**src/rtl/apb_master_arbiter_if.sv**
```systemverilog
// APB bus bundle between the arbitrating master and a single slave.
// The master modport drives the request phase; the slave answers with data and status.
interface apb_master_arbiter_if #(
   parameter int ADDRWIDTH = 16,
   parameter int DATAWIDTH = 8
);
   logic                 PSEL;
   logic                 PENABLE;
   logic                 PWRITE;
   logic [ADDRWIDTH-1:0] PADDR;
   logic [DATAWIDTH-1:0] PWDATA;
   logic [DATAWIDTH-1:0] PRDATA;
   logic                 PREADY;
   logic                 PSLVERR;

   modport master (
      output PSEL, PENABLE, PWRITE, PADDR, PWDATA,
      input  PRDATA, PREADY, PSLVERR
   );

   modport slave (
      input  PSEL, PENABLE, PWRITE, PADDR, PWDATA,
      output PRDATA, PREADY, PSLVERR
   );
endinterface

```
**src/rtl/apb_master_arbiter.sv**
```systemverilog
// Round-robin APB master sharing one slave between NREQ requesters,
// with a wait-state timeout that aborts a transfer the slave never completes.
module apb_master_arbiter #(
   parameter int ADDRWIDTH = 16,
   parameter int DATAWIDTH = 8,
   parameter int NREQ      = 2,
   parameter int TIMEOUT   = 16
) (
   input  logic                      PCLK,
   input  logic                      PRESET,
   input  logic [NREQ-1:0]           req_valid,
   input  logic [NREQ-1:0]           req_write,
   input  logic [NREQ*ADDRWIDTH-1:0] req_addr,
   input  logic [NREQ*DATAWIDTH-1:0] req_wdata,
   output logic [NREQ-1:0]           req_gnt,
   output logic [NREQ-1:0]           req_done,
   output logic [DATAWIDTH-1:0]      req_rdata,
   output logic                      req_err,
   apb_master_arbiter_if.master      apb
);

   localparam int PW = $clog2(NREQ);
   localparam int CW = $clog2(TIMEOUT + 2);

   typedef enum logic [1:0] {
      ST_IDLE,
      ST_SETUP,
      ST_ACCESS
   } state_t;

   state_t               state_q, state_d;
   logic [PW-1:0]        ptr_q, ptr_d;
   logic [CW-1:0]        cnt_q, cnt_d;
   logic [NREQ-1:0]      gnt_q, gnt_d;
   logic [NREQ-1:0]      done_q, done_d;
   logic [DATAWIDTH-1:0] rdata_q, rdata_d;
   logic                 err_q, err_d;
   logic                 psel_q, psel_d;
   logic                 pen_q, pen_d;
   logic                 pwrite_q, pwrite_d;
   logic [ADDRWIDTH-1:0] paddr_q, paddr_d;
   logic [DATAWIDTH-1:0] pwdata_q, pwdata_d;

   logic [NREQ-1:0]      elig;
   logic [PW-1:0]        win;
   logic                 found;

   // Requester finishing this cycle sits out one arbitration round.
   always_comb begin
      elig  = req_valid & ~done_q;
      win   = ptr_q;
      found = 1'b0;
      for (int k = 1; k <= NREQ; k++) begin
         if (!found && elig[(int'(ptr_q) + k) % NREQ]) begin
            found = 1'b1;
            win   = PW'((int'(ptr_q) + k) % NREQ);
         end
      end
   end

   always_comb begin
      state_d  = state_q;
      ptr_d    = ptr_q;
      cnt_d    = cnt_q;
      gnt_d    = gnt_q;
      done_d   = '0;
      rdata_d  = rdata_q;
      err_d    = err_q;
      psel_d   = psel_q;
      pen_d    = pen_q;
      pwrite_d = pwrite_q;
      paddr_d  = paddr_q;
      pwdata_d = pwdata_q;
      unique case (state_q)
         ST_IDLE: begin
            if (found) begin
               ptr_d    = win;
               gnt_d    = {{(NREQ-1){1'b0}}, 1'b1} << win;
               pwrite_d = req_write[win];
               paddr_d  = req_addr[win*ADDRWIDTH +: ADDRWIDTH];
               pwdata_d = req_wdata[win*DATAWIDTH +: DATAWIDTH];
               psel_d   = 1'b1;
               state_d  = ST_SETUP;
            end
         end
         ST_SETUP: begin
            pen_d   = 1'b1;
            cnt_d   = '0;
            state_d = ST_ACCESS;
         end
         ST_ACCESS: begin
            if (apb.PREADY) begin
               done_d  = gnt_q;
               err_d   = apb.PSLVERR;
               if (!pwrite_q) rdata_d = apb.PRDATA;
               psel_d  = 1'b0;
               pen_d   = 1'b0;
               gnt_d   = '0;
               state_d = ST_IDLE;
            end else if (TIMEOUT != 0 &&
                         cnt_q == CW'(TIMEOUT - 1)) begin
               done_d  = gnt_q;
               err_d   = 1'b1;
               rdata_d = '0;
               psel_d  = 1'b0;
               pen_d   = 1'b0;
               gnt_d   = '0;
               state_d = ST_IDLE;
            end else begin
               cnt_d = cnt_q + CW'(1);
            end
         end
         default: state_d = ST_IDLE;
      endcase
   end

   always_ff @(posedge PCLK or negedge PRESET) begin
      if (!PRESET) begin
         state_q  <= ST_IDLE;
         ptr_q    <= PW'(NREQ - 1);
         cnt_q    <= '0;
         gnt_q    <= '0;
         done_q   <= '0;
         rdata_q  <= '0;
         err_q    <= 1'b0;
         psel_q   <= 1'b0;
         pen_q    <= 1'b0;
         pwrite_q <= 1'b0;
         paddr_q  <= '0;
         pwdata_q <= '0;
      end else begin
         state_q  <= state_d;
         ptr_q    <= ptr_d;
         cnt_q    <= cnt_d;
         gnt_q    <= gnt_d;
         done_q   <= done_d;
         rdata_q  <= rdata_d;
         err_q    <= err_d;
         psel_q   <= psel_d;
         pen_q    <= pen_d;
         pwrite_q <= pwrite_d;
         paddr_q  <= paddr_d;
         pwdata_q <= pwdata_d;
      end
   end

   assign req_gnt     = gnt_q;
   assign req_done    = done_q;
   assign req_rdata   = rdata_q;
   assign req_err     = err_q;
   assign apb.PSEL    = psel_q;
   assign apb.PENABLE = pen_q;
   assign apb.PWRITE  = pwrite_q;
   assign apb.PADDR   = paddr_q;
   assign apb.PWDATA  = pwdata_q;

endmodule

```
**src/flat_wrapper.sv**
```systemverilog
// flat-port wrapper written by rule: the top's interface ports become plain ports
module apb_master_arbiter_flat 
#(
   parameter int ADDRWIDTH = 16,
   parameter int DATAWIDTH = 8,
   parameter int NREQ      = 2,
   parameter int TIMEOUT   = 16
)
  (PCLK, PRESET, req_valid, req_write, req_addr, req_wdata, req_gnt, req_done, req_rdata, req_err, apb_PSEL, apb_PENABLE, apb_PWRITE, apb_PADDR, apb_PWDATA, apb_PRDATA, apb_PREADY, apb_PSLVERR);
  apb_master_arbiter_if #(.ADDRWIDTH(ADDRWIDTH), .DATAWIDTH(DATAWIDTH)) apb_i ();
  input  logic PCLK;
  input  logic PRESET;
  input  logic [NREQ-1:0] req_valid;
  input  logic [NREQ-1:0] req_write;
  input  logic [NREQ*ADDRWIDTH-1:0] req_addr;
  input  logic [NREQ*DATAWIDTH-1:0] req_wdata;
  output logic [NREQ-1:0] req_gnt;
  output logic [NREQ-1:0] req_done;
  output logic [DATAWIDTH-1:0] req_rdata;
  output logic req_err;
  output wire logic [$bits(apb_i.PSEL)-1:0] apb_PSEL;
  output wire logic [$bits(apb_i.PENABLE)-1:0] apb_PENABLE;
  output wire logic [$bits(apb_i.PWRITE)-1:0] apb_PWRITE;
  output wire logic [$bits(apb_i.PADDR)-1:0] apb_PADDR;
  output wire logic [$bits(apb_i.PWDATA)-1:0] apb_PWDATA;
  input wire logic [$bits(apb_i.PRDATA)-1:0] apb_PRDATA;
  input wire logic [$bits(apb_i.PREADY)-1:0] apb_PREADY;
  input wire logic [$bits(apb_i.PSLVERR)-1:0] apb_PSLVERR;
  assign apb_PSEL = apb_i.PSEL;
  assign apb_PENABLE = apb_i.PENABLE;
  assign apb_PWRITE = apb_i.PWRITE;
  assign apb_PADDR = apb_i.PADDR;
  assign apb_PWDATA = apb_i.PWDATA;
  assign apb_i.PRDATA = apb_PRDATA;
  assign apb_i.PREADY = apb_PREADY;
  assign apb_i.PSLVERR = apb_PSLVERR;
  apb_master_arbiter #(.ADDRWIDTH(ADDRWIDTH), .DATAWIDTH(DATAWIDTH), .NREQ(NREQ), .TIMEOUT(TIMEOUT)) u_core (.PCLK(PCLK), .PRESET(PRESET), .req_valid(req_valid), .req_write(req_write), .req_addr(req_addr), .req_wdata(req_wdata), .req_gnt(req_gnt), .req_done(req_done), .req_rdata(req_rdata), .req_err(req_err), .apb(apb_i));
endmodule
```
**config.mk**
```make
export PLATFORM = sky130hd
export DESIGN_NAME = apb_master_arbiter_flat
export DESIGN_NICKNAME = d
export VERILOG_FILES = /design/src/rtl/apb_master_arbiter_if.sv /design/src/rtl/apb_master_arbiter.sv /design/src/flat_wrapper.sv
export SDC_FILE = /design/constraint.sdc
export NUM_CORES = 1
export LEC_CHECK = 0
export CAP_MARGIN = 5
export CORE_MARGIN = 1.5
export CORE_UTILIZATION = 37
export CTS_CLUSTER_SIZE = 14
export DETAILED_ROUTE_END_ITERATION = 6
export PLACE_DENSITY = 0.84
export SLEW_MARGIN = 20
export SYNTH_ARGS = -nofsm -noshare
export SYNTH_HDL_FRONTEND = slang
export SYNTH_SLANG_ARGS = --single-unit
```
**constraint.sdc**
```tcl
create_clock -name PCLK -period 1.9 [get_ports PCLK]
set_input_delay 0.285 -clock PCLK [delete_from_list [all_inputs] [get_ports PCLK]]
set_output_delay 0.285 -clock PCLK [all_outputs]
set_load 0.03 [all_outputs]
```
==> results by stage, run 1 <==
Run status:
- The run finished with clean final reports.

Worst setup path:
- The startpoint identified for the worst register-to-register timing path is u_core.cnt_q[1].
- Measured in cells, the most critical reg-to-reg path has a length of 8.
- The endpoint identified for the worst register-to-register timing path is u_core.cnt_q[0].
- The arrival time of data at the critical path endpoint is 1.99 ns.
- The maximum net fanout on the critical path is 8.
- The reg2reg setup slack is 0.14 ns.
- The type of origin of the critical path is a flop.
- STA classifies the critical path endpoint as a flop.
- For the worst setup path, the data required time is 2.13 ns.
- The classification of the worst setup path is flop to flop.

Clock network:
- The CTS tree is yes.
- The clock net in this run drives a total of 48 sinks.
- The clock slew seen by the registers of the worst setup and hold paths is 0.08 ns.
- The number of CTS-inserted buffers is 5.
- The cell sitting at the root of the clock tree is a clkbuf_8.
- The count of H-tree levels built during CTS is 2.
- The number of buffers between clock root and the deepest sink is 2.
- The later-pin clock latency in the skew report is 0.29 ns.

Synth:
- The total standard cell area after synthesis is 2293 sq um.
- The flop and latch count out of synthesis is 48.
- Synthesis produced a netlist whose cell count is 223.
- Yosys printed 0 warnings.
- The number of enable flip-flop cells after synthesis is 0.
- The flip-flop cell with the highest count after synthesis is dfrtp_1.
- The fraction of the yosys area taken by sequential cells is 52.43%.
- After synthesis, the mean cell area works out to 10.28 sq um.
- The share of synthesized registers carrying an async set or reset is 100.0%.
- The synthesized netlist contains 37 unique library cells.
- Synthesis produced a netlist with a net count of 292.

Layout:
- The number of antenna diodes in the final layout is 0.
- The number of nets in the finished design is 401.
- The final standard cell utilization of the core is 59.29%.
- With fillers left out, the area of the finished cells amounts to 3531 sq um.
- The area growth from synthesis to layout is 53.96%.
- Cells with a size suffix above 1 make up 7.831% of the layout.

Timing:
- Summed over all failing endpoints, the final setup total negative slack is 0 ns.
- The count of final setup violators is 0.
- At the pin with the least slew margin, the transition time is 0.5094 ns.
- In this run the tightest slew margin relative to its limit is 66.04%.
- The number of max-slew violations in the final report is 0.
- The worst path needs 1.761 ns of the cycle, external delays included.
- Derived from the worst setup path, the maximum achievable clock frequency is 568.0 MHz.
- The post-route clock period utilization is 92.66%.
- Setup repair after global routing left no endpoint under its margin.
- The number of hold violations in the final report is 0.
- Hold timing on the final database bottoms out at a slack of 0.4852 ns.
- On the final layout, the worst clock skew is 0.004124 ns.

Pwr:
- The maximum resistive drop on vdd is 0.0007221 V.
- The combinational power share is 58.2%.
- The switching part of the total is 43.45%.
- The power density normalized to cell area is 1552 nW/um^2.
- Summed over all nets, the switching power comes to 2.381 mW.
- The internal portion of total power is 3.099 mW.
- The clock share of power is 10.2%.
- The leakage power figure is 1.561 nW.
- Registers are responsible for 31.5% of the overall power.

Placement:
- After detailed placement, the total cell area comes to 3433 sq um.
- The post-DP HPWL is 4403 um.
- The number of input and output port buffers inserted is 103.
- At the end of routability-driven placement, the weighted congestion stood at 0.8581.

Detailed routing:
- The count of nets left with antenna violations once routing finished came out at 0.
- The violation count after the first detailed-routing iteration is 63.
- For this run, design rule violations remaining after detail routing come to 0.
- The detailed-route via count is 2000.
- The number of vias per cell after detailed routing is 4.914.
- The wire length per cell after detailed routing is 13.72 um.
- Wires add up to 5583 um.
- The detailed-routing iteration count for the pre-antenna-repair pass is 4.

Die:
- The placeable core region is 5956 sq um.
- The number of placement rows is 28.
- The initial utilization of the core area, before any placement, comes to 38.51%.
- In this run the count of I/O pins placed on the die edge is 104.
- The height of the chip is 81.73 um.
- The floorplan step defined a die boundary enclosing 6680 sq um.
- Measured along the x axis, the die boundary spans 81.73 um.

Global route:
- The number of global-route vias before repair came to 1988.
- Global routing used 16.91% of the available tracks across all layers.
- The remaining global-route overflow is 0.
- The initial antenna violation count is 0.
- The first global-routing pass estimated 8631 um of wire.
- Entering global routing, the biggest net connects 28 pins.

Min path:
- The kind of path behind the tightest hold check is input port to async pin.

Run:
- Max-cap violations in this run came to 0.
-- routing by layer --
metal	track usage, %	part of all wire [%]
met5	0	0
met4	7.119	1.7
met3	3.000	6.1
met2	30.74	52
met1	19.34	40
-- cells in the mapped netlist (2+ instances only) --
cell	number	share of area, %
dfrtp_1	47	51
buf_2	6	1.3
o21ai_2	2	0.76
and3_1	3	0.82
a22o_1	3	1.1
nand3_1	2	0.44
nor3b_1	2	0.65
buf_12	2	1.7
mux2i_1	25	11
clkbuf_2	2	0.44
o21ai_0	18	3.9
o21ai_1	21	4.6
o2bb2ai_1	2	0.76
a31oi_1	2	0.55
inv_1	9	1.5
ha_1	5	2.7
o22ai_1	2	0.55
nand2_1	46	7.5
a21oi_1	6	1.3
-- registers in the layout (all words and copies together), names as in the netlist --
name                flops
u_core.apb.PWRITE       1
u_core.req_gnt          2
u_core.apb.PWDATA       8
u_core.req_rdata        8
u_core.apb.PADDR       16
u_core.apb.PENABLE      1
u_core.apb.PSEL         1
u_core.cnt_q            5
u_core.req_done         2
u_core.req_err          1
u_core.state_q          2
u_core.ptr_q            1
-- layout make-up --
type,count,area [sq um]
fill,540,2425
sequential,48,1202
timing repair buffer,115,1144
multi-input combinational,153,979.7
tap,75,93.84
clock buffer,6,72.57
inverter,9,33.78
clock inverter,1,5.005
-- power groups by stage --
stage / combinational [mW] / clock, mW / sequential [mW]
final: 3.19 / 0.562 / 1.73
after detailed placement: 3.21 / 0 / 1.75
after global placement: 3.13 / 0 / 1.74
after global routing: 3.44 / 0.625 / 1.79
after floorplan: 1.19 / 0 / 2.50
after CTS: 3.22 / 0.580 / 1.74
-- stage by stage --
step	instances	setup WS, ns	power (mW)
finish	407	0.1395	5.480
global route	407	0.004101	5.859
CTS	407	0.04031	5.539
detailed placement	399	0.05381	4.961
global placement	399	0.1364	4.863
floorplan	223	0.06369	3.694
-- worst max-delay path: stages, from the launching register on --
cell,delay [ns]
dfrtp_1,0.41
ha_1,0.22
and3_1,0.19
ha_1,0.19
nor2_2,0.11
buf_4,0.16
nand2_1,0.09
o21ai_0,0.19
a22o_1,0.15
-- how the worst max path moves through the flow --
| stage | cells after the start | start | endpoint |
|---|---|---|---|
| CTS | 6 | u_core.cnt_q[1] | u_core.req_rdata[3] |
| finish | 8 | u_core.cnt_q[1] | u_core.cnt_q[0] |
| global placement | 6 | u_core.cnt_q[1] | u_core.req_rdata[4] |
| detailed placement | 6 | u_core.cnt_q[1] | u_core.req_rdata[3] |
| floorplan | 6 | u_core.cnt_q[0] | u_core.state_q[1] |
| global route | 8 | u_core.cnt_q[1] | u_core.cnt_q[3] |
-- logic make-up after synthesis --
family	share of synthesized area, %
simple gates	12.38
compound gates	15.11
flops	52.43
mux	11.40
buf+inv	5.947
fa+ha+maj	2.728
-- cell usage in the layout (no fill, tap or decap), types with 2 or more instances in the layout --
| cell | synthesis | routed |
|---|---|---|
| a21oi_1 | 6 | 6 |
| a22o_1 | 3 | 3 |
| a31oi_1 | 2 | 2 |
| and3_1 | 3 | 3 |
| buf_12 | 2 | 2 |
| buf_4 | 1 | 9 |
| clkbuf_8 | 0 | 5 |
| clkdlybuf4s50_1 | 0 | 102 |
| dfrtp_1 | 47 | 47 |
| ha_1 | 5 | 5 |
| inv_1 | 9 | 9 |
| mux2i_1 | 25 | 25 |
| nand2_1 | 46 | 46 |
| nand3_1 | 2 | 2 |
| nor3b_1 | 2 | 2 |
| o21ai_0 | 18 | 18 |
| o21ai_1 | 21 | 21 |
| o21ai_4 | 0 | 2 |
| o22ai_1 | 2 | 2 |
| o2bb2ai_1 | 2 | 2 |
-- timing repair --
item	4_1_cts	5_1_grt
gates resized for setup	0	2
buffers inserted	0	0
hold buffers	1	0
endpoints found under the setup margin	0	9
endpoints found under the hold margin	21	0
No activity file was read; power rests on OpenSTA's default activity.
==> inputs of run 2 (changes only) <==
Settings changed: ABC_AREA set to 1, CORE_UTILIZATION 37 to 39, PLACE_DENSITY 0.84 to 0.85.
==> run 2 against run 1 <==
  * Sequential share of layout area decreased by 2.2 points
  * Via count increased by 24%
  * Clock power increased by 8.0%
  * Wire length increased by 19%
  * Setup slack improved by 0.055 ns
  * Critical path type is now flop to primary output
  * Largest power group unchanged
  * Highest routed layer unchanged
==> results by stage, run 2 <==
Detailed routing:
- The final antenna-violating net count was 0 (unchanged).
- The detailed-routing iteration count for the pre-antenna-repair pass is 4 (unchanged).
- The wire length per cell after detailed routing is 13.30 um (was 13.72 um).
- The number of vias per cell after detailed routing is 4.956 (was 4.914).
- The violation count after the first detailed-routing iteration is 102 (was 63).
- The detailed-route via count is 2483 (was 2000).
- The post-route DRC violation count is 0 (unchanged).
- The post-detailed-routing wire length is 6662 um (was 5583 um).

Global route:
- The remaining global-route overflow is 0 (unchanged).
- The initial antenna violation count came to 0 (unchanged).
- The met2 usage is 34.33% (was 30.74%).
- The total routing resource utilization after global routing is 20.01% (was 16.91%).
- The global-route wire length before repair was 11480 um (was 8631 um).
- The number of global-route vias before repair is 2410 (was 1988).
- The met1 demand-to-capacity share in global routing is 25.87% (was 19.34%).
- The layer carrying the most global-route usage is met2 (unchanged).
- The largest net degree at the start of global routing is 29 (was 28).
- The global routing met3 resource utilization is 4.352% (was 3.000%).

Layout:
- Most used cells in the layout excluding fill and tap cells: clkdlybuf4s50_1 (102), nand2_1 (94), nand3_1 (59) (was clkdlybuf4s50_1 (102), dfrtp_1 (47), nand2_1 (46)).
- The number of nets in the finished design came to 492 (was 401).
- The proportion of layout cells with a drive suffix above 1 is 6.604% (was 7.831%).
- The area added between synthesis and finish is 47.29% (was 53.96%).
- The commonest non-fill, non-tap cell in the layout is clkdlybuf4s50_1 (unchanged).
- The number of flip-flops under the largest register name is 16 (unchanged).
- The total inserted antenna cells is 0 (unchanged).

Pwr:
- The leakage power figure is 1.840 nW (was 1.561 nW).
- The power density normalized to cell area was 1487 nW/um^2 (was 1552 nW/um^2).
- The maximum resistive drop on vdd was 0.0007750 V (was 0.0007221 V).

Worst setup path:
- The type of origin of the critical path is a flop (unchanged).
- The critical path's slowest cell is clkdlybuf4s50_1 (was dfrtp_1).
- The arrival time of data at the critical path endpoint came to 1.42 ns (was 1.99 ns).
- The sort of element at the end of the critical path is a primary output (was flop).
- The launch instance of the worst register-to-register path is u_core.cnt_q[0] (was u_core.cnt_q[1]).
- The maximum single-stage delay on the critical path is 0.70 ns (was 0.41 ns).
- The buffering stage count on the worst path with inverters included came to 1 (unchanged).
- The required time of the critical path is 1.62 ns (was 2.13 ns).
- Crit-path cells: clkdlybuf4s50_1 (was ha_1, and3_1, ha_1, nor2_2, buf_4, nand2_1, o21ai_0, a22o_1).
- The critical path's top delay family is buffers and inverters (was adder cells).
- The classification of the worst setup path is flop to primary output (was flop to flop).
- The maximum net fanout on the critical path is 3 (was 8).
- The origin of the worst setup path is u_core.apb.PWRITE (was u_core.cnt_q[1]).

Synth:
- The fraction of the yosys area taken by sequential cells is 46.95% (was 52.43%).
- The proportion of netlist area held by the largest area contributor came to 45.92% (was 51.28%).
- The flip-flop cell with the highest count after synthesis is dfrtp_1 (unchanged).
- The number of standard cells after synthesis came to 320 (was 223).
- The number of enable flip-flop cells after synthesis came to 0 (unchanged).
- The most frequent cell after synthesis was nand2_1 (was dfrtp_1).
- The net count after synthesis is 389 (was 292).
- Top cells by area, synth: dfrtp_1 (46%), nand2_1 (14%), nand3_1 (12%) (was dfrtp_1 (51%), mux2i_1 (11%), nand2_1 (7.5%)).
- The average instance area after synthesis is 8.004 sq um (was 10.28 sq um).
- The top cell type by total area after synthesis is dfrtp_1 (unchanged).
- The flop and latch count out of synthesis came to 48 (unchanged).
- The count of cell types in the netlist was 21 (was 37).
- The share of synthesized registers carrying an async set or reset was 100.0% (unchanged).
- The number of warnings issued by yosys is 0 (unchanged).
- Ranking of synthesized cells by instance count: nand2_1 (94), nand3_1 (59), dfrtp_1 (47), inv_1 (42), nand3b_1 (25) (was dfrtp_1 (47), nand2_1 (46), mux2i_1 (25), o21ai_1 (21), o21ai_0 (18)).
- The total standard cell area after synthesis is 2561 sq um (was 2293 sq um).

Die:
- The die area is 7063 sq um (was 6680 sq um).
- The height of the chip is 84.04 um (was 81.73 um).
- The die width is 84.04 um (was 81.73 um).
- The placeable core region is 6350 sq um (was 5956 sq um).
- The number of placed I/O pins was 104 (unchanged).
- The starting density of the core is 40.33% (was 38.51%).
- The number of placement rows was 29 (was 28).

Timing:
- The relative slew slack is 63.56% (was 66.04%).
- The number of hold violations in the final report was 0 (unchanged).
- The highest attainable clock frequency came to 586.4 MHz (was 568.0 MHz).
- The count of final setup violators is 0 (unchanged).
- The worst setup skew after layout is 0.009821 ns (was 0.004124 ns).
- The number of max-slew violations in the final report is 0 (unchanged).
- The final hold slack was 0.4068 ns (was 0.4852 ns).
- The final total negative setup slack is 0 ns (unchanged).
- RSZ-0062 raised after global routing: false (unchanged).
- The transition at the pin with the smallest max-transition slack is 0.5460 ns (was 0.5094 ns).
- The post-route clock period utilization came to 89.76% (was 92.66%).
- The post-route minimum period is 1.705 ns (was 1.761 ns).

Run status:
- Run status: finished clean (unchanged).

Clock network:
- The clock sink total is 48 (unchanged).
- The number of buffers between clock root and the deepest sink came to 2 (unchanged).
- The clock slew seen by the registers of the worst setup and hold paths is 0.09 ns (was 0.08 ns).
- The later-pin clock latency in the skew report is 0.29 ns (about the same).
- The cell at the root of the clock tree is clkbuf_8 (unchanged).
- The count of H-tree levels built during CTS is 2 (unchanged).
- The CTS tree is yes (unchanged).
- The buffers inserted during post-CTS setup optimization is 0 (unchanged).
- The number of CTS-inserted buffers is 5 (unchanged).

Min path:
- The kind of path behind the tightest hold check was input port to async pin (unchanged).

Run:
- The number of violations of the max-capacitance limit is 0 (unchanged).

Placement:
- The post-DP HPWL was 4920 um (was 4403 um).
- The weighted congestion at the end of routability-driven global placement is 0.7888 (was 0.8581).
- The number of input and output port buffers inserted is 103 (unchanged).
[run 2: logic make-up (layout without fill, tap and decap cells)]
family          count (synthesis)  after routing  synth area share, %
compound gates                 17             17                3.958
fa+ha+maj                       5              5                2.443
buf+inv                        56            160                10.01
flops                          48             48                46.95
simple gates                  194            194                36.64
[run 2: worst paths after layout]
check	cells past startpoint	to	slack, ns
min reg2reg	2	u_core.apb.PSEL	0.48
max reg2reg	10	u_core.cnt_q[0]	0.26
min in group PCLK	2	u_core.apb.PSEL	0.48
max	1	apb_PWRITE	0.19
max in group asynchronous	3	u_core.req_rdata[0]	0.90
min	2	u_core.apb.PSEL	0.41
[run 2: final cells by class]
cell class,count,area [sq um]
timing repair buffer,110,1119
inverter,42,157.7
multi-input combinational,216,1105
tap,77,96.34
fill,567,2577
sequential,48,1202
clock inverter,2,10.01
clock buffer,6,82.58
[run 2: metal layers]
| metal | wire length (um) | vias up |
|---|---|---|
| met5 | 0 | - |
| met4 | 61 | 0 |
| met3 | 433 | 8 |
| met2 | 3295 | 94 |
| met1 | 2871 | 1148 |
| li1 | - | 1233 |
[run 2: metrics by stage]
step / setup slack [ns] / std cells / util, % / cell area [sq um] / power [mW]
2_1_floorplan: 0.3717 / 320 / - / 2561 / 3.748
3_3_place_gp: 0.1740 / 492 / 57.75 / 3667 / 4.943
6_report: 0.1946 / 501 / 59.41 / 3772 / 5.611
5_1_grt: 0.05557 / 501 / 59.41 / 3772 / 6.029
4_1_cts: 0.1856 / 501 / 59.37 / 3770 / 5.650
3_5_place_dp: 0.1057 / 492 / 57.75 / 3667 / 5.025
[run 2: where the power goes]
group / leakage (nW) / internal (mW) / switching (mW)
clock: 0.0510 / 0.291 / 0.316
sequential: 0.604 / 1.47 / 0.280
combinational: 1.19 / 1.30 / 1.95
total: 1.84 / 3.06 / 2.55
[run 2: timing repair]
item                                   in CTS  in global routing
gates resized for setup                     0                  1
setup endpoints to repair                   0                  1
hold buffers                                1                  0
endpoints found under the hold margin      12                  0
